==> src/rtl/cpu_pkg.sv <==
// Shared datapath constants: opcodes, extender select encodings, fetch states, reset PC.
// Used by instr_fetch_latch and imm_ext_decode.
package cpu_pkg;

    localparam logic [5:0] OP_SPECIAL = 6'h00;
    localparam logic [5:0] OP_J       = 6'h02;
    localparam logic [5:0] OP_JAL     = 6'h03;
    localparam logic [5:0] OP_BEQ     = 6'h04;
    localparam logic [5:0] OP_BNE     = 6'h05;
    localparam logic [5:0] OP_ADDI    = 6'h08;
    localparam logic [5:0] OP_ADDIU   = 6'h09;
    localparam logic [5:0] OP_SLTI    = 6'h0A;
    localparam logic [5:0] OP_SLTIU   = 6'h0B;
    localparam logic [5:0] OP_ANDI    = 6'h0C;
    localparam logic [5:0] OP_ORI     = 6'h0D;
    localparam logic [5:0] OP_XORI    = 6'h0E;
    localparam logic [5:0] OP_LUI     = 6'h0F;
    localparam logic [5:0] OP_LB      = 6'h20;
    localparam logic [5:0] OP_LW      = 6'h23;
    localparam logic [5:0] OP_SB      = 6'h28;
    localparam logic [5:0] OP_SW      = 6'h2B;

    localparam logic [1:0] EXT_SIGN = 2'd0;
    localparam logic [1:0] EXT_ZERO = 2'd1;
    localparam logic [1:0] EXT_NONE = 2'd2;

    typedef enum logic [1:0] {
        ST_IDLE = 2'd0,
        ST_REQ  = 2'd1,
        ST_HOLD = 2'd2,
        ST_DROP = 2'd3
    } fetch_state_t;

    localparam logic [31:0] RESET_PC_DEFAULT = 32'h0000_0000;

endpackage

==> src/rtl/imm_ext_decode.sv <==
// Combinational opcode lookup driving the immediate extender's select and enable.
module imm_ext_decode
    import cpu_pkg::*;
(
    input  logic [5:0] opcode,
    output logic [1:0] ext_sel,
    output logic       ext_en
);

    always_comb begin
        ext_sel = EXT_NONE;
        case (opcode)
            OP_BEQ, OP_BNE, OP_ADDI, OP_ADDIU, OP_SLTI, OP_SLTIU,
            OP_LB, OP_LW, OP_SB, OP_SW:  ext_sel = EXT_SIGN;
            OP_ANDI, OP_ORI, OP_XORI:    ext_sel = EXT_ZERO;
            default:                     ext_sel = EXT_NONE;
        endcase
    end

    assign ext_en = (ext_sel != EXT_NONE);

endmodule

==> src/rtl/instr_fetch_latch.sv <==
// Fetch-and-hold stage: owns the PC, issues req/ack fetches, holds the word for the extender.
// Optional FETCH_TIMEOUT_EN adds a sticky fetch_err when mem_ack never arrives.
module instr_fetch_latch
    import cpu_pkg::*;
#(
    parameter logic [31:0] RESET_PC       = RESET_PC_DEFAULT,
    parameter int unsigned TIMEOUT_CYCLES = 255
) (
    input  logic        clk,
    input  logic        rst_n,
    input  logic        fetch_en,
    output logic        mem_req,
    output logic [31:0] mem_addr,
    input  logic        mem_ack,
    input  logic [31:0] mem_rdata,
    input  logic        redirect_valid,
    input  logic [31:0] redirect_pc,
    output logic        instr_valid,
    input  logic        instr_ready,
    output logic [31:0] instr,
    output logic [31:0] pc_out,
    output logic [15:0] imm16,
    output logic [1:0]  ext_sel,
    output logic        ext_en,
    output logic        fetch_err
);

    fetch_state_t state_reg, state_next;
    logic [31:0]  pc_reg, pc_next;
    logic [31:0]  addr_reg, addr_next;
    logic [31:0]  instr_reg, instr_next;
    logic [31:0]  pc_out_reg, pc_out_next;
    logic         valid_reg, valid_next;
    logic         req_reg, req_next;
    logic         err_reg, err_next;
    logic         start_wait;
    logic         timeout_hit;
    logic [31:0]  redir_target;
    logic         transfer;

    assign redir_target = redirect_pc & ~32'h3;
    assign transfer     = valid_reg & instr_ready;

`ifdef FETCH_TIMEOUT_EN
    localparam int WAIT_W = (TIMEOUT_CYCLES > 255) ? $clog2(TIMEOUT_CYCLES + 1) : 8;
    logic [WAIT_W-1:0] wait_reg;

    always_ff @(posedge clk or negedge rst_n) begin
        if (!rst_n) begin
            wait_reg <= '0;
        end else if (start_wait) begin
            wait_reg <= '0;
        end else if (req_reg && !mem_ack) begin
            wait_reg <= wait_reg + 1'b1;
        end
    end

    // Fires on the last permitted wait cycle so mem_req drops right after it.
    assign timeout_hit = req_reg && !mem_ack && (wait_reg == WAIT_W'(TIMEOUT_CYCLES - 1));
`else
    logic unused_timeout;
    assign unused_timeout = start_wait | (TIMEOUT_CYCLES == 0);
    assign timeout_hit    = 1'b0;
`endif

    always_comb begin
        state_next  = state_reg;
        pc_next     = pc_reg;
        instr_next  = instr_reg;
        pc_out_next = pc_out_reg;
        valid_next  = valid_reg;
        err_next    = err_reg;
        start_wait  = 1'b0;
        case (state_reg)
            ST_IDLE: begin
                if (redirect_valid) begin
                    pc_next = redir_target;
                end else if (fetch_en) begin
                    state_next = ST_REQ;
                    start_wait = 1'b1;
                end
            end
            ST_REQ: begin
                if (redirect_valid) begin
                    pc_next    = redir_target;
                    state_next = mem_ack ? ST_REQ : ST_DROP;
                    start_wait = 1'b1;
                end else if (mem_ack) begin
                    instr_next  = mem_rdata;
                    pc_out_next = pc_reg;
                    pc_next     = pc_reg + 32'd4;
                    valid_next  = 1'b1;
                    state_next  = ST_HOLD;
                end else if (timeout_hit) begin
                    err_next   = 1'b1;
                    state_next = ST_IDLE;
                end
            end
            ST_HOLD: begin
                if (redirect_valid) begin
                    valid_next = 1'b0;
                    pc_next    = redir_target;
                    state_next = ST_REQ;
                    start_wait = 1'b1;
                end else if (transfer) begin
                    valid_next = 1'b0;
                    state_next = fetch_en ? ST_REQ : ST_IDLE;
                    start_wait = fetch_en;
                end
            end
            ST_DROP: begin
                if (redirect_valid) begin
                    pc_next = redir_target;
                end
                if (mem_ack) begin
                    state_next = ST_REQ;
                    start_wait = 1'b1;
                end else if (timeout_hit) begin
                    err_next   = 1'b1;
                    state_next = ST_IDLE;
                end
            end
            default: state_next = ST_IDLE;
        endcase
    end

    // The abandoned request in DROP keeps its old address until acked.
    assign req_next  = (state_next == ST_REQ) || (state_next == ST_DROP);
    assign addr_next = (state_next == ST_DROP) ? addr_reg : pc_next;

    always_ff @(posedge clk or negedge rst_n) begin
        if (!rst_n) begin
            state_reg  <= ST_IDLE;
            pc_reg     <= RESET_PC;
            addr_reg   <= RESET_PC;
            instr_reg  <= '0;
            pc_out_reg <= '0;
            valid_reg  <= 1'b0;
            req_reg    <= 1'b0;
            err_reg    <= 1'b0;
        end else begin
            state_reg  <= state_next;
            pc_reg     <= pc_next;
            addr_reg   <= addr_next;
            instr_reg  <= instr_next;
            pc_out_reg <= pc_out_next;
            valid_reg  <= valid_next;
            req_reg    <= req_next;
            err_reg    <= err_next;
        end
    end

    imm_ext_decode u_imm_ext_decode (
        .opcode  (instr_reg[31:26]),
        .ext_sel (ext_sel),
        .ext_en  (ext_en)
    );

    assign mem_req     = req_reg;
    assign mem_addr    = addr_reg;
    assign instr_valid = valid_reg;
    assign instr       = instr_reg;
    assign pc_out      = pc_out_reg;
    assign imm16       = instr_reg[15:0];
    assign fetch_err   = err_reg;

endmodule

==> config.mk <==
export PLATFORM = sky130hd
export DESIGN_NAME = instr_fetch_latch
export DESIGN_NICKNAME = d
export VERILOG_FILES = /design/src/rtl/cpu_pkg.sv /design/src/rtl/imm_ext_decode.sv /design/src/rtl/instr_fetch_latch.sv
export SDC_FILE = /design/constraint.sdc
export NUM_CORES = 1
export LEC_CHECK = 0
export CORE_UTILIZATION = 45
export CTS_CLUSTER_DIAMETER = 100
export DETAILED_ROUTE_END_ITERATION = 8
export GPL_ROUTABILITY_DRIVEN = 1
export PLACE_DENSITY = 0.74
export SKIP_LAST_GASP = 1
export SYNTH_ARGS = -nofsm -noshare
export SYNTH_HDL_FRONTEND = slang
export SYNTH_SLANG_ARGS = --single-unit
==> constraint.sdc <==
create_clock -name clk -period 4.39 [get_ports clk]
set_clock_uncertainty 0.05 [all_clocks]
set_input_delay 0.878 -clock clk [delete_from_list [all_inputs] [get_ports clk]]
set_output_delay 0.878 -clock clk [all_outputs]
set_load 0.02 [all_outputs]
==> flow_metrics.env <==
export IMPL_first_iter_violations=262
export IMPL_slowest_delay_ns=0.69
export IMPL_cts_hold_buf=0
export IMPL_critPathKind="register to output port"
export IMPL_place_hpwl_mm=10.44
export IMPL_syn_nets=641
export IMPL_antenna_found_initial=0
export IMPL_die_area_um2=13380
export IMPL_nNetsFinal=804
export IMPL_yosysSeqAreaShare_pct=56.38
export IMPL_clk_path_buf_depth=2
export IMPL_numPortBuffers=184
export IMPL_clock_sinks=131
export IMPL_ys_top_cells_by_count="nand2_1, dfrtp_1, mux2i_1, mux2_2, clkbuf_1"
export IMPL_syn_inst=569
export IMPL_reg2reg_slack_ns=1.90
export IMPL_drv_cap=0
export IMPL_drv_slew=0
export IMPL_vias=4729
export IMPL_pin_count=188
export IMPL_drive_above_1_share_pct=9.799
export IMPL_tightest_slew_ns=0.9524
export IMPL_ys_warn_count=0
export IMPL_rows=41
export IMPL_clk_pin_slew_ns=0.05
export IMPL_cp_max_fo=3
export IMPL_post_place_ws_ns=1.051
export IMPL_cp_depth=4
export IMPL_die_w_um=115.7
export IMPL_rsz0062_at_grt="false"
export IMPL_cp_end_kind="output port"
export IMPL_overflow=0
export IMPL_cts_buffers_inserted=17
export IMPL_avgRoutedWirePerCell_um=16.39
export IMPL_drc=0
export IMPL_cts_resized=0
export IMPL_status="completed"
export IMPL_setup_ws_ns=1.120
export IMPL_drt_vias_per_instance=5.157
export IMPL_worstHoldEndpoint="pc_out[1]$_DFFE_PN0P_"
export IMPL_rr_worst_depth=6
export IMPL_crit_slowest_cell="clkdlybuf4s50_1"
export IMPL_gp_congestion=0.8007
export IMPL_synth_top_cell_area_share_pct=56.38
export IMPL_route_antenna_remaining_nets=0
export IMPL_setup_tns_ns=0
export IMPL_synth_most_common_cell="nand2_1"
export IMPL_cp_arrival_ns=2.34
export IMPL_cts_tree="done"
export IMPL_htreeDepth=4
export IMPL_hold_path_class="register to register"
export IMPL_cp_required_ns=3.46
export IMPL_hold_viol_final=0
export IMPL_antennaDiodeCount=0
export IMPL_hold_start="pc_reg[1]$_DFF_PN0_"
export IMPL_path_cells="ha_1 > o21a_1 > nor4_1 > clkdlybuf4s50_1"
export IMPL_initial_core_util_pct=46.07
export IMPL_worstSkewPairLatency_ns=0.42
export IMPL_fin_crit_ns=3.270
export IMPL_power_density_nw_per_um2=658.3
export IMPL_netlist_area_um2=5814
export IMPL_p_leak_nw=3.853
export IMPL_async_flop_share_pct=100.0
export IMPL_crit_buf_inv=1
export IMPL_peakVddDrop_mv=0.3689
export IMPL_coreArea_um2=12620
export IMPL_fmax_ghz=0.3058
export IMPL_grt_pass1_vias=4694
export IMPL_ys_ff_latch=131
export IMPL_synth_edf_count=0
export IMPL_drt_total_wl_mm=15.03
export IMPL_finalCritPeriodShare_pct=74.49
export IMPL_start_kind="register"
export IMPL_post_cts_buffers=0
export IMPL_slew_headroom_pct=36.02
export IMPL_grt_max_degree=107
export IMPL_die_h_um=115.7
export IMPL_firstDrtPassIters=4
export IMPL_crit_family="buffers and inverters"
export IMPL_reg2reg_from="state_reg[1]$_DFF_PN0_"
export IMPL_grt_pass1_wl_mm=23.77
export IMPL_synth_avg_cell_area_um2=10.22
export IMPL_grtUsageTotal_pct=23.34
export IMPL_setup_viol=0
export IMPL_clockRootBuffer="clkbuf_16"
export IMPL_synth_ff_type="dfrtp_1"
export IMPL_syn_to_final_growth_pct=41.94
export IMPL_synth_cell_types=43
export IMPL_yosys_area_top_type="dfrtp_1"
export IMPL_whs_path_depth=2
export IMPL_r2r_end="mem_addr[7]$_DFFE_PN0P_"
export IMPL_yosys_top_cells_area="dfrtp_1, nand2_1, mux2i_1"
==> per-layer routing <==
| layer | wire, µm | up-vias | share of wire, % | track usage (%) |
|---|---|---|---|---|
| met5 | 0 | - | 0 | 0 |
| met1 | 6277 | 2304 | 42 | 28.75 |
| li1 | - | 2219 | - | - |
| met4 | 339 | 0 | 2.3 | 9.744 |
| met2 | 7543 | 178 | 50 | 40.16 |
| met3 | 871 | 28 | 5.8 | 4.707 |
==> per-stage QoR <==
stage / area (µm²) / power (mW) / cells / utilization, % / hold WS, ns
2_1_floorplan: 5814 / 3.045 / 569 / - / 0.3809
3_3_place_gp: 7691 / 4.071 / 885 / 60.95 / 0.3988
3_5_place_dp: 7691 / 4.132 / 885 / 60.95 / 0.4043
4_1_cts: 8253 / 5.479 / 917 / 65.40 / 0.4218
5_1_grt: 8253 / 5.723 / 917 / 65.40 / 0.4428
6_report: 8253 / 5.433 / 917 / 65.40 / 0.4151
==> how the worst max path moves through the flow <==
stage,endpoint,startpoint,slack (ns)
6_report,ext_en,instr[26]$_DFFE_PN0P_,1.12
5_1_grt,ext_en,instr[26]$_DFFE_PN0P_,0.97
4_1_cts,ext_en,instr[26]$_DFFE_PN0P_,1.07
3_5_place_dp,mem_addr[13]$_DFFE_PN0P_,mem_ack,1.05
3_3_place_gp,mem_addr[13]$_DFFE_PN0P_,mem_ack,1.11
2_1_floorplan,ext_sel[1],instr[26]$_DFFE_PN0P_,1.51
==> worst register-to-register path, cell delays in order, from the launching register on <==
cell,delay (ns)
dfrtp_1,0.52
nand4bb_4,0.27
buf_4,0.59
nor2_1,0.24
and4_1,0.27
mux2i_1,0.14
mux2_2,0.29
==> cell type report <==
type	count	area, µm²
multi-input combinational	387	2300
tap	172	215.2
sequential	131	3278
clock buffer	28	516.7
inverter	6	22.52
clock inverter	4	45.04
timing repair buffer	189	1876
fill	1048	4367
==> cells by family (layout without fill, tap and decap cells) <==
group                    after synthesis  count (layout)  synth area share (%)
other                                  1               1               0.06450
buffers and inverters                 51             227                 4.540
adder cells (fa/ha/maj)                2               2                0.4303
multiplexers                          74              74                 13.41
AND/OR/NAND/NOR                      278             278                 21.58
flip-flops                           131             131                 56.38
AO/OA/AOI/OAI                         31              31                 3.443
XOR/XNOR                               1               1                0.1507
==> where the power goes <==
part / total [mW] / switching, mW / internal [mW]
combinational: 2.20 / 1.15 / 1.05
sequential: 1.90 / 0.297 / 1.60
clock: 1.33 / 0.483 / 0.852
total: 5.43 / 1.93 / 3.50
==> layout by cell type (no fill, tap or decap), types with 2 or more instances in the layout <==
master and n:
mux2i_1 43, or3_1 2, nor4_1 4, clkdlybuf4s50_1 182
clkbuf_16 17, o21a_1 2, nand3_1 11, o21ai_0 9
nand4b_1 2, nand2_1 211, clkbuf_1 6, buf_4 5
dfrtp_1 131, and4_1 2, a211oi_1 2, clkinv_2 3
nor2_1 8, ha_1 2, a31oi_1 6, clkbuf_8 5
a221oi_1 2, nand4_1 12, nor4_2 2, mux2_2 31
nor2b_1 8, nor4_4 2, inv_1 6, and3_1 4
a21oi_1 4, nor3_1 3
Note: power is estimated with default switching activity, not from simulation.
